===== src/rtl/bin_img_reader.sv =====
// rtl/bin_img_reader.sv - streams one image frame from RAM to the moment calculator and captures its result
module bin_img_reader #(
  parameter int ADDR_W    = 10,
  parameter int NUM_WORDS = 640,
  parameter int TIMEOUT   = 64
) (
  input  logic              clk,
  input  logic              rst,
  input  logic              start,
  input  logic              abort,
  output logic              ram_rd_en,
  output logic [ADDR_W-1:0] ram_addr,
  input  logic [7:0]        ram_rdata,
  output logic              cnt_en,
  output logic [7:0]        data_out,
  output logic              rd_done,
  input  logic [31:0]       m00_in,
  input  logic              m00_done,
  output logic [31:0]       m00_result,
  output logic              result_valid,
  output logic              busy,
  output logic              timeout_err
);

  localparam logic [ADDR_W-1:0] LAST_ADDR = ADDR_W'(NUM_WORDS - 1);
  localparam int                TW        = (TIMEOUT > 1) ? $clog2(TIMEOUT) : 1;
  localparam logic [TW-1:0]     LAST_WAIT = TW'(TIMEOUT - 1);

  typedef enum logic [1:0] {IDLE, READ, DRAIN, WAIT_RES} state_t;

  state_t            state_q, state_d;
  logic [ADDR_W-1:0] addr_q, addr_d;
  logic              rd_en_q, rd_en_d;
  logic [7:0]        data_q, data_d;
  logic              drain_q, drain_d;
  logic [TW-1:0]     wait_q, wait_d;
  logic [31:0]       m00_q, m00_d;
  logic              rv_q, rv_d;
  logic              terr_q, terr_d;

  // Next-state logic, strobes decoded from state, and the two-stage data pipe
  always_comb begin
    state_d   = state_q;
    addr_d    = addr_q;
    drain_d   = drain_q;
    wait_d    = wait_q;
    m00_d     = m00_q;
    rv_d      = 1'b0;
    terr_d    = terr_q;
    ram_rd_en = 1'b0;
    cnt_en    = 1'b0;
    rd_done   = 1'b0;

    case (state_q)
      IDLE: begin
        cnt_en = 1'b1;
        if (start) begin
          state_d = READ;
          addr_d  = '0;
          terr_d  = 1'b0;
        end
      end
      READ: begin
        ram_rd_en = 1'b1;
        if (addr_q == LAST_ADDR) begin
          state_d = DRAIN;
          drain_d = 1'b0;
        end else begin
          addr_d = addr_q + ADDR_W'(1);
        end
      end
      DRAIN: begin
        // The last RAM word reaches data_out during the second drain cycle
        rd_done = drain_q;
        if (drain_q) begin
          state_d = WAIT_RES;
          wait_d  = '0;
        end else begin
          drain_d = 1'b1;
        end
      end
      WAIT_RES: begin
        if (m00_done) begin
          m00_d   = m00_in;
          rv_d    = 1'b1;
          state_d = IDLE;
        end else if (wait_q == LAST_WAIT) begin
          terr_d  = 1'b1;
          state_d = IDLE;
        end else begin
          wait_d = wait_q + TW'(1);
        end
      end
      default: state_d = IDLE;
    endcase

    // RAM answers one cycle after the strobe; data_out registers it one cycle later
    rd_en_d = ram_rd_en;
    data_d  = rd_en_q ? ram_rdata : 8'h00;

    // Abort discards everything in flight, including a same-cycle start or result
    if (abort) begin
      state_d = IDLE;
      addr_d  = addr_q;
      rd_en_d = 1'b0;
      data_d  = 8'h00;
      m00_d   = m00_q;
      rv_d    = 1'b0;
      terr_d  = terr_q;
    end
  end

  // State and datapath registers
  always_ff @(posedge clk) begin
    if (rst) begin
      state_q <= IDLE;
      addr_q  <= '0;
      rd_en_q <= 1'b0;
      data_q  <= 8'h00;
      drain_q <= 1'b0;
      wait_q  <= '0;
      m00_q   <= '0;
      rv_q    <= 1'b0;
      terr_q  <= 1'b0;
    end else begin
      state_q <= state_d;
      addr_q  <= addr_d;
      rd_en_q <= rd_en_d;
      data_q  <= data_d;
      drain_q <= drain_d;
      wait_q  <= wait_d;
      m00_q   <= m00_d;
      rv_q    <= rv_d;
      terr_q  <= terr_d;
    end
  end

  assign ram_addr     = addr_q;
  assign data_out     = data_q;
  assign m00_result   = m00_q;
  assign result_valid = rv_q;
  assign timeout_err  = terr_q;
  assign busy         = (state_q != IDLE);

endmodule


===== config.mk =====
export PLATFORM = sky130hd
export DESIGN_NAME = bin_img_reader
export DESIGN_NICKNAME = d
export VERILOG_FILES = /design/src/rtl/bin_img_reader.sv
export SDC_FILE = /design/constraint.sdc
export NUM_CORES = 1
export LEC_CHECK = 0
export BUFFER_PORTS_ARGS = -buffer_cell sky130_fd_sc_hd__buf_2
export CORE_ASPECT_RATIO = 1.4
export CORE_MARGIN = 8
export CORE_UTILIZATION = 37
export CTS_CLUSTER_SIZE = 30
export DETAILED_ROUTE_END_ITERATION = 7
export SLEW_MARGIN = 20
export SYNTH_ARGS = -nofsm -noshare
export SYNTH_HDL_FRONTEND = slang
export SYNTH_SLANG_ARGS = --single-unit
export TNS_END_PERCENT = 20

===== constraint.sdc =====
create_clock -name clk -period 2.33 [get_ports clk]
set_input_delay 0.1165 -clock clk [delete_from_list [all_inputs] [get_ports clk]]
set_output_delay 0.1165 -clock clk [all_outputs]
set_load 0.01 [all_outputs]

After elaboration in Yosys (flattened, before gate mapping)
Cells that the tools add are included.
{"block": "totals", "inputBits": 45, "reg_bits": 62, "output_inout_bits": 56, "wordCells": 65}
{"block": "op_classes", "n_reduce_logical": 15, "bitwise": 3, "n_eq_ne": 13, "addsub": 2, "muxes": 23}
{"op": "$mux 10", "n": 2}
{"op": "$pmux 10 s2", "n": 1}
{"op": "$mux 6", "n": 3}
{"op": "$ne 2x2->1 const B", "n": 7}
{"op": "$pmux 6 s2", "n": 1}
{"op": "$reduce_and 4->1", "n": 3}
{"op": "$add 10x1->10 const B", "n": 1}
{"op": "$eq 10x10->1 const B", "n": 1}
{"op": "$mux 2", "n": 5}
{"op": "$reduce_bool 2->1", "n": 5}
{"op": "$mux 1", "n": 8}
{"op": "$pmux 2 s4", "n": 1}
{"op": "$add 6x1->6 const B", "n": 1}
{"op": "$eq 6x6->1 const B", "n": 1}
{"op": "$reduce_or 3->1", "n": 2}
{"op": "$reduce_and 5->1", "n": 1}
{"op": "$eq 2x2->1 const B", "n": 2}
{"op": "$pmux 1 s2", "n": 2}
{"op": "$ne 3x3->1 const B", "n": 1}
{"op": "$not 1->1", "n": 3}
{"op": "$reduce_and 3->1", "n": 1}
{"op": "$eq 2x1->1 const B", "n": 1}
{"op": "$logic_not 2->1", "n": 1}
{"op": "$reduce_and 2->1", "n": 1}
{"op": "$reduce_or 2->1", "n": 1}

Longest topological paths before layout
Gate-level depths: netlist (run 1).
{"block": "depth", "ltp_word": 4, "mapped_depth": 7, "ltp_nobuf": 7}

Worst setup path after synthesis (run 1)
Ideal clock, no wire load.
{"block": "synth_path", "kind": "register to register", "from": "register state_q[0]", "to": "register addr_q[7], in the netlist ram_addr[7]", "period_less_slack_ns": 1.648, "setup_slack_ns": 0.682, "path_stages_with_launch": 7, "n_path_buf": 0, "arrival_time_ns": 1.577, "required_ns": 2.260, "setup_ns": 0.070, "cell_sequence": "dfxtp_1 > inv_1 > ha_1 > inv_1 > o211ai_1 > or4_1 > a21oi_1"}
{"block": "synth_via", "elab_chain_len": 3, "word_cells_on_any_way": 7, "classes_between": "eq/ne: 3; mux: 1; reduce/logical: 3"}
{"item": "start: declaration", "line": "31", "rtl": "state_t state_q, state_d;"}
{"item": "start signal: assignment", "line": "126", "rtl": "state_q <= state_d;"}
{"item": "$eq 2x1->1 or $logic_not 2->1 (tied branches)", "line": "54", "rtl": "case (state_q)"}
{"item": "$ne 2x2->1 (no line) or $reduce_bool 2->1 (tied branches)"}
{"item": "$reduce_and 4->1 (no line)"}
{"item": "end signal: assignment", "line": "127", "rtl": "addr_q <= addr_d;"}
{"item": "end: declaration", "line": "32", "rtl": "logic [ADDR_W-1:0] addr_q, addr_d;"}
Several ways; a longest one is shown, not always the timed one.
A chain may end at the register's enable or synchronous reset.

Worst setup path in the final report (run 1)
{"block": "layout_path", "from": "register state_q[1]", "to": "register addr_q[7], in the netlist ram_addr[7]"}
Same word-level chain as after synthesis.

==> impl_metrics.toml, run 1 <==
[critical_path]
path_cells = "inv_1 > ha_1 > o211ai_1 > or4_1 > a21oi_1"
critPathTopFamily = "simple AND/OR/NAND/NOR gates"
arrival_ps = 2220
slowest_stage = "or4_1"
timing.critical_path.from_type = "register"
cp_max_fo = 14
criticalPathCategory = "register to register"
worst_ep_required_time_ps = 2600
cp_slowest_stage_delay_ps = 520
end_kind = "register"
r2r_slack_ps = 380
crit_buf_inv = 1

[cts]
clk_latency_ps = 330
cts_tree = "done"
cts_made_buffers = 9
cts.repair.resized = 0
hold_buffers = 0
clock_sinks = 62
h-tree-depth = 3
cts_setup_buffers = 0
path_clk_slew_ps = 80
cts_root_buf = "clkbuf_8"
cts_buffer_depth = 2

[yosys]
synth_edf_count = 0
synthFlopType = "dfxtp_1"
synth-seq-cells = 62
yosysSeqAreaShare_pct = 46.6
yosys_warnings = 0
synth_cell_types = 50
synth_area_per_cell_um2 = 8.46
synthCells = 315
ys_async_sr_fraction_pct = 0
netlist_area_mm2 = 0.00267
syn_nets = 367

[layout]
nNetsFinal = 463
final_layout_size_suffix_gt1_share_pct = 31.5
diodes = 0
n_fill_cell = 698
area_growth_pct = 29.3

[power_and_ir_drop]
combinationalPowerShare_pct = 5.5
p_int_mw = 1.74
ir_drop_mv = 0.356
switching_share_pct = 21.8
p_switching_mw = 0.486
p_clk_share_pct = 46.6
powerDensity_mw_per_mm2 = 647
total_power_mw = 2.23
power.leakage_nw = 1.50
pwr-share-seq_pct = 47.9

[run]
max_cap_violations = 0

[sta]
rsz0062_at_grt = "no"
period_minus_slack_ps = 1950
setup_viol = 0
fmax_ghz = 0.512
finClkSkew_ps = 12.8
tns_ps = 0
slew_headroom_pct = 64.0
hold_violations = 0
period_share_pct = 83.8
drv_slew = 0
tightest_slew_ps = 539

[floorplan]
die_width_um = 87.7
rows = 36
die_y_um = 116
start_util_pct = 38.2
design.die.area_mm2 = 0.0102
io-pin-count = 101
core_region_area_mm2 = 0.00698

[min_path]
hp-class = "input port to register"

[drt]
drt_iter0_drc = 63
via_count = 2527
finalWirelength_um = 6970
drt_pass1_iterations = 4
drc = 0
ant_nets = 0
wl_per_cell_um = 13.6
avgViaCountPerCell = 4.95

[place]
dp_hpwl_um = 5100
port_buffers = 100
gp_congestion = 0.788

[global_routing]
grt_max_degree = 36
grt_pass1_wl_um = 11400
antenna_found_initial = 0
track_usage_pct = 13.7
grt_pass1_vias = 2477
grt_remaining_overflow = 0

[outcome]
status = "complete, no violations"
-- cell families after synthesis --
kind of cell	share of synthesized area (%)
muxes	1.50
buffers and inverters	4.83
and+or+nand+nor	26.0
DFF	46.6
adders and majority gates	3.28
AOI/OAI and AO/OA	17.8
-- synth_stat cells, drive strengths merged (2+ instances only) --
master  instances  share of area, %
a211oi          3               1.0
a21o            3              0.84
a21oi          45               8.7
a31oi           2              0.47
a41oi           3              0.99
and3           12               2.9
buf            10               2.0
clkbuf          8               1.1
dfxtp          62                47
ha              7               3.3
inv            12               1.7
mux2i           4               1.5
nand2          73                11
nand2b          8               1.9
nand3          11               2.3
nand4           2              0.47
nor2            8               1.1
nor2b           3              0.70
nor3            4               1.2
nor4            3              0.70
o211ai          4               1.1
o21ai           6               1.1
o31ai           3               1.0
o32ai           2              0.66
or4             3              0.84
-- layout by cell type (no fill, tap or decap), types with 4 or more instances in the layout --
cell        n
inv_1      11
mux2i_1     4
nand3_1    10
dfxtp_1    62
nand2b_1    8
o211ai_1    4
a21oi_1    43
clkbuf_8   10
ha_1        7
and3_1     11
nor2_1      8
buf_2     100
nand2_1    72
-- state kept, by name, summed over array words and instances, names as in the netlist --
signal	cells
drain_q	1
state_q	2
data_out	8
rd_en_q	1
m00_result	32
timeout_err	1
wait_q	6
result_valid	1
ram_addr	10
-- final cells by class --
class	count	area, um2	area share (%)
repair buffers	103	523	15.2
flip-flops and latches	62	1240	36.0
clock inverters	6	85.1	2.47
inverters	12	45.0	1.31
clock buffers	10	138	3.99
multi-input cells	223	1300	37.6
well taps	95	119	3.45
-- power groups by stage --
stage / sequential (mW) / combinational [mW] / clock (mW)
4_1_cts: 1.07 / 0.124 / 1.08
2_1_floorplan: 1.09 / 0.0628 / 0
3_3_place_gp: 1.09 / 0.123 / 0
6_report: 1.07 / 0.122 / 1.04
3_5_place_dp: 1.09 / 0.123 / 0
5_1_grt: 1.07 / 0.137 / 1.12
-- worst reg2reg max path, stage by stage, from the launching register on --
cell      delay [ps]
dfxtp_1          340
inv_1            110
ha_1             480
o211ai_1         300
or4_1            520
a21oi_1          140
-- per-layer routing --
metal | wire length (um) | part of all wire [%] | global-route usage, % | up-vias
li1 | - | - | - | 1289
met3 | 730 | 10 | 5.70 | 5
met5 | 0 | 0 | 0 | -
met1 | 3020 | 43 | 15.8 | 1155
met2 | 3150 | 45 | 22.5 | 78
met4 | 76 | 1.1 | 4.26 | 0
-- final timing paths --
| check | depth (start not counted) | startpoint | end |
|---|---|---|---|
| worst max-delay path | 5 | state_q[1] | ram_addr[7] |
| worst min-delay path | 3 | m00_in[23] | m00_result[23] |
| worst max register to register | 5 | state_q[1] | ram_addr[7] |
| worst min register to register | 2 | m00_result[12] | m00_result[12] |
-- through the flow --
stage                     instance area, um2  worst slack [ps]  utilization [%]  cells  hold slack, ps
after detailed placement                3220               381             46.2    495             353
after CTS                               3450               383             49.4    511            3.33
after floorplan                         2670               682                -    315             252
after global routing                    3450               149             49.4    511            8.72
final                                   3450               378             49.4    511            17.7
after global placement                  3220               430             46.2    495             347
Power figures use the tool's default switching activity.
==> run 2: changes to the inputs <==
--- a/config.mk
+++ b/config.mk
@@ -11,6 +11,7 @@
 export CORE_UTILIZATION = 37
 export CTS_CLUSTER_SIZE = 30
 export DETAILED_ROUTE_END_ITERATION = 7
+export PLACE_DENSITY = 0.65
 export SLEW_MARGIN = 20
 export SYNTH_ARGS = -nofsm -noshare
 export SYNTH_HDL_FRONTEND = slang
==> constraint.sdc (replaced) <==
create_clock -name clk -period 1.68 [get_ports clk]
set_input_delay 0.084 -clock clk [delete_from_list [all_inputs] [get_ports clk]]
set_output_delay 0.084 -clock clk [all_outputs]
set_load 0.01 [all_outputs]
==> impl_metrics.toml, run 2 (synthesis results as in run 1) <==
[global_routing]
grt_max_degree = 34
grt_remaining_overflow = 0
antenna_found_initial = 0
track_usage_pct = 15.6
grt_pass1_vias = 2625
grt_pass1_wl_um = 12600

[floorplan]
rows = 36
start_util_pct = 38.2
core_region_area_mm2 = 0.00698
io-pin-count = 101
die_width_um = 87.7
die_y_um = 116
design.die.area_mm2 = 0.0102

[sta]
fmax_ghz = 0.634
tightest_slew_ps = 483
drv_slew = 0
rsz0062_at_grt = "yes"
period_share_pct = 93.9
worst_slack_ps = 102
setup_viol = 0
period_minus_slack_ps = 1580
slew_headroom_pct = 67.8
hold_violations = 0
finClkSkew_ps = 7.70

[cts]
cts_buffer_depth = 2
clk_latency_ps = 330
cts_made_buffers = 9
cts_root_buf = "clkbuf_8"
h-tree-depth = 3
cts_setup_buffers = 0
cts_tree = "done"
clock_sinks = 62
path_clk_slew_ps = 70

[place]
dp_slack_ps = 26.0
gp_congestion = 0.837
dp_hpwl_um = 5320
port_buffers = 100
dpl_cell_area_mm2 = 0.00332

[layout]
final_common_cell = "buf_2"
nNetsFinal = 513
postLayoutCellArea_mm2 = 0.00398
final_cell_mix = "buf_2 (100), nand2_1 (72), dfxtp_1 (59)"
regArea_mm2 = 0.00124
multi_input_area_mm2 = 0.00133
diodes = 0
area_growth_pct = 49.3
largest_reg_flops = 32
n_fill_cell = 608
final_layout_size_suffix_gt1_share_pct = 32.0

[drt]
avgViaCountPerCell = 4.92
wl_per_cell_um = 14.1
drt_pass1_iterations = 4
ant_nets = 0
finalWirelength_um = 7900
drt_iter0_drc = 107
drc = 0
via_count = 2762

[power_and_ir_drop]
power.leakage_nw = 1.73
powerDensity_mw_per_mm2 = 799
ir_drop_mv = 0.522

[critical_path]
r2r_slack_ps = 100
cp_max_fo = 9
timing.critical_path.from_type = "register"
arrival_ps = 1820
worst_ep_required_time_ps = 1930
ff2ff_path_depth = 4
timing.rr.start = "ram_addr[8]"
crit_end = "ram_addr[3]"
end_kind = "register"
worstReg2RegEnd = "ram_addr[3]"
criticalPathCategory = "register to register"
cp-startpoint = "ram_addr[8]"

[outcome]
status = "complete, no violations"

[run]
max_cap_violations = 0

[min_path]
hp-class = "input port to register"
-- run 2: cell types whose count changed in the layout (fill, tap and decap cells not counted), moves of 2 or more --
cell	previous run	this run
dlygate4sd3_1	0	40
buf_4	3	11
dfxtp_1	62	59
dfxtp_2	0	3
ha_1	7	4
ha_2	0	3
buf_12	0	2
-- run 2: what timing repair did --
action / CTS / global route
hold buffers: 40 / 0
hold endpoints to repair: 40 / 0
endpoints found under the setup margin: 1 / 16
resized for setup: 1 / 9
pin swaps: 0 / 5
-- run 2: worst min-delay path by stage --
stage,startpoint,to,cells after the start
2_1_floorplan,m00_in[0],m00_result[0],2
6_report,abort,timeout_err,4
3_5_place_dp,ram_rdata[2],data_out[2],2
3_3_place_gp,ram_rdata[7],data_out[7],2
5_1_grt,abort,ram_addr[8],4
4_1_cts,abort,timeout_err,3
-- run 2: worst max-delay path, stage by stage (launching register included) --
cell and delay, ps:
dfxtp_1 360, nand4bb_4 310, nor3_4 390, o21ai_1 140, a221oi_2 280
-- run 2: area by class of cell --
| cell class | count | area share (%) |
|---|---|---|
| Inverter | 12 | 1.13 |
| Multi-Input combinational cell | 223 | 33.3 |
| Clock inverter | 6 | 2.14 |
| Sequential cell | 62 | 31.3 |
| Timing Repair Buffer | 153 | 25.7 |
| Tap cell | 95 | 2.99 |
| Clock buffer | 10 | 3.46 |
-- run 2: power by group --
part	switching (mW)	internal, mW
logic	0.116	0.144
clock network	0.571	0.870
registers	0.00475	1.48
-- run 2: metrics by stage --
| stage | util (%) | power, mW | hold slack, ps | std cells | setup TNS [ps] |
|---|---|---|---|---|---|
| after floorplan | - | 1.60 | 220 | 315 | 0 |
| after global placement | 47.6 | 1.69 | 314 | 505 | 0 |
| after detailed placement | 47.6 | 1.69 | 321 | 505 | 0 |
| after CTS | 56.6 | 3.22 | 148 | 561 | 0 |
| after global routing | 57.0 | 3.33 | 205 | 561 | -50.6 |
| final | 57.0 | 3.18 | 182 | 561 | 0 |
-- run 2: layer usage --
metal	vias to the layer above	track usage (%)	routed length (um)
met5	-	0	0
li1	1387	-	-
met2	106	26.2	3730
met3	9	5.49	806
met1	1260	17.6	3260
met4	0	5.53	102
==> run 3: changes to the inputs <==
--- a/config.mk
+++ b/config.mk
@@ -6,12 +6,14 @@
 export NUM_CORES = 1
 export LEC_CHECK = 0
 export BUFFER_PORTS_ARGS = -buffer_cell sky130_fd_sc_hd__buf_2
+export CELL_PAD_IN_SITES_DETAIL_PLACEMENT = 2
+export CELL_PAD_IN_SITES_GLOBAL_PLACEMENT = 2
 export CORE_ASPECT_RATIO = 1.4
 export CORE_MARGIN = 8
-export CORE_UTILIZATION = 37
+export CORE_UTILIZATION = 27
 export CTS_CLUSTER_SIZE = 30
 export DETAILED_ROUTE_END_ITERATION = 7
-export PLACE_DENSITY = 0.65
+export PLACE_DENSITY_LB_ADDON = 0.1
 export SLEW_MARGIN = 20
 export SYNTH_ARGS = -nofsm -noshare
 export SYNTH_HDL_FRONTEND = slang
==> constraint.sdc (replaced) <==
create_clock -name clk -period 1.63 [get_ports clk]
set_input_delay 0.0815 -clock clk [delete_from_list [all_inputs] [get_ports clk]]
set_output_delay 0.0815 -clock clk [all_outputs]
set_load 0.01 [all_outputs]
==> impl_metrics.toml, run 3 (synthesis results as in run 1) <==
[layout]
area_growth_pct = 55.1
n_fill_cell = 1135
diodes = 0
fin_cells = 607
final_layout_size_suffix_gt1_share_pct = 36.4
final_common_cell = "buf_2"
nNetsFinal = 521
utilization_pct = 42.5
largest_reg_flops = 32
postLayoutCellArea_mm2 = 0.00414
final_cell_mix = "buf_2 (100), nand2_1 (72), dfxtp_1 (59)"

[outcome]
status = "complete, no violations"

[sta]
worst_slack_ps = 23.3
slew_headroom_pct = 60.3
fmax_ghz = 0.622
tns_ps = 0
period_share_pct = 98.6
drv_slew = 0
hold_violations = 0
period_minus_slack_ps = 1610
rsz0062_at_grt = "yes"
hold_slack_ps = 1.73
tightest_slew_ps = 593
finClkSkew_ps = 5.98
setup_viol = 0

[place]
gp_congestion = 0.755
dp_slack_ps = -63.6
dp_hpwl_um = 7120
placed_cells = 560
dpl_cell_area_mm2 = 0.00348
port_buffers = 100

[global_routing]
grt_max_degree = 34
grt_pass1_wl_um = 16700
grt_pass1_vias = 3332
antenna_found_initial = 0
grt_remaining_overflow = 0
track_usage_pct = 15.7

[cts]
cts_buffer_depth = 2
cts_made_buffers = 9
clock_sinks = 62
clk_latency_ps = 330
path_clk_slew_ps = 50
cts_tree = "done"
h-tree-depth = 3
cts_root_buf = "clkbuf_16"

[drt]
via_count = 2855
avgViaCountPerCell = 4.70
drt_pass1_iterations = 4
ant_nets = 0
wl_per_cell_um = 16.4
finalWirelength_um = 9930
drt_iter0_drc = 62
drc = 0

[floorplan]
rows = 43
start_util_pct = 27.4
die_width_um = 100
die_y_um = 134
core_region_area_mm2 = 0.00974
io-pin-count = 101
design.die.area_mm2 = 0.0134

[run]
max_cap_violations = 0

[critical_path]
arrival_ps = 1870
end_kind = "register"
cp_max_fo = 5
worst_ep_required_time_ps = 1890
crit_buf_inv = 3
cp_slowest_stage_delay_ps = 470
path_cells = "inv_2 > ha_4 > inv_2 > o211ai_1 > buf_4 > or4b_4 > o21ai_1"
critPathTopFamily = "simple AND/OR/NAND/NOR gates"
cp_common_cell = "inv_2"
timing.critical_path.from_type = "register"
slowest_stage = "or4b_4"
criticalPathCategory = "register to register"

[power_and_ir_drop]
powerDensity_mw_per_mm2 = 865
total_power_mw = 3.58
ir_drop_mv = 0.467
power.leakage_nw = 1.80

[min_path]
hp-class = "input port to register"
## run 3: power breakdown
group,internal (mW),switching (mW)
logic,0.148,0.133
clock network,1.13,0.636
registers,1.52,0.00524
## run 3: tightest hold or removal path, stage by stage
cell and delay [ps]:
buf_2 100, nand2_1 50, a21oi_1 50
## run 3: worst paths after layout
path / depth (start not counted) / startpoint / endpoint / slack, ps
max: 7 / state_q[0] / ram_addr[1] / 20
min: 3 / m00_in[6] / m00_result[6] / 2
min reg2reg: 2 / m00_result[18] / m00_result[18] / 450
max reg2reg: 7 / state_q[0] / ram_addr[1] / 20
## run 3: what timing repair did
| item | CTS | global route |
|---|---|---|
| hold buffers | 28 | 1 |
| cloned | 0 | 0 |
| endpoints found under the hold margin | 28 | 1 |
| buffers inserted | 2 | 2 |
| pin swaps | 3 | 3 |
| setup endpoints to repair | 5 | 12 |
| gates resized for setup | 9 | 10 |
## run 3: layer usage
metal,vias to the layer above,GRT usage [%],share of wire [%]
met5,-,0,0
li1,1404,-,-
met2,69,28.8,54
met1,1372,15.5,39
met4,0,6.08,1.7
met3,10,5.48,5.6
## run 3: layout make-up
| cell class | instances | area, um2 | share of cell area, % |
|---|---|---|---|
| tap | 135 | 169 | 4.08 |
| clock inverter | 1 | 5.00 | 0.121 |
| inverter | 12 | 45.0 | 1.09 |
| timing repair buffer | 161 | 1050 | 25.3 |
| clock buffer | 13 | 270 | 6.54 |
| sequential | 62 | 1250 | 30.2 |
| multi-input combinational | 223 | 1350 | 32.7 |
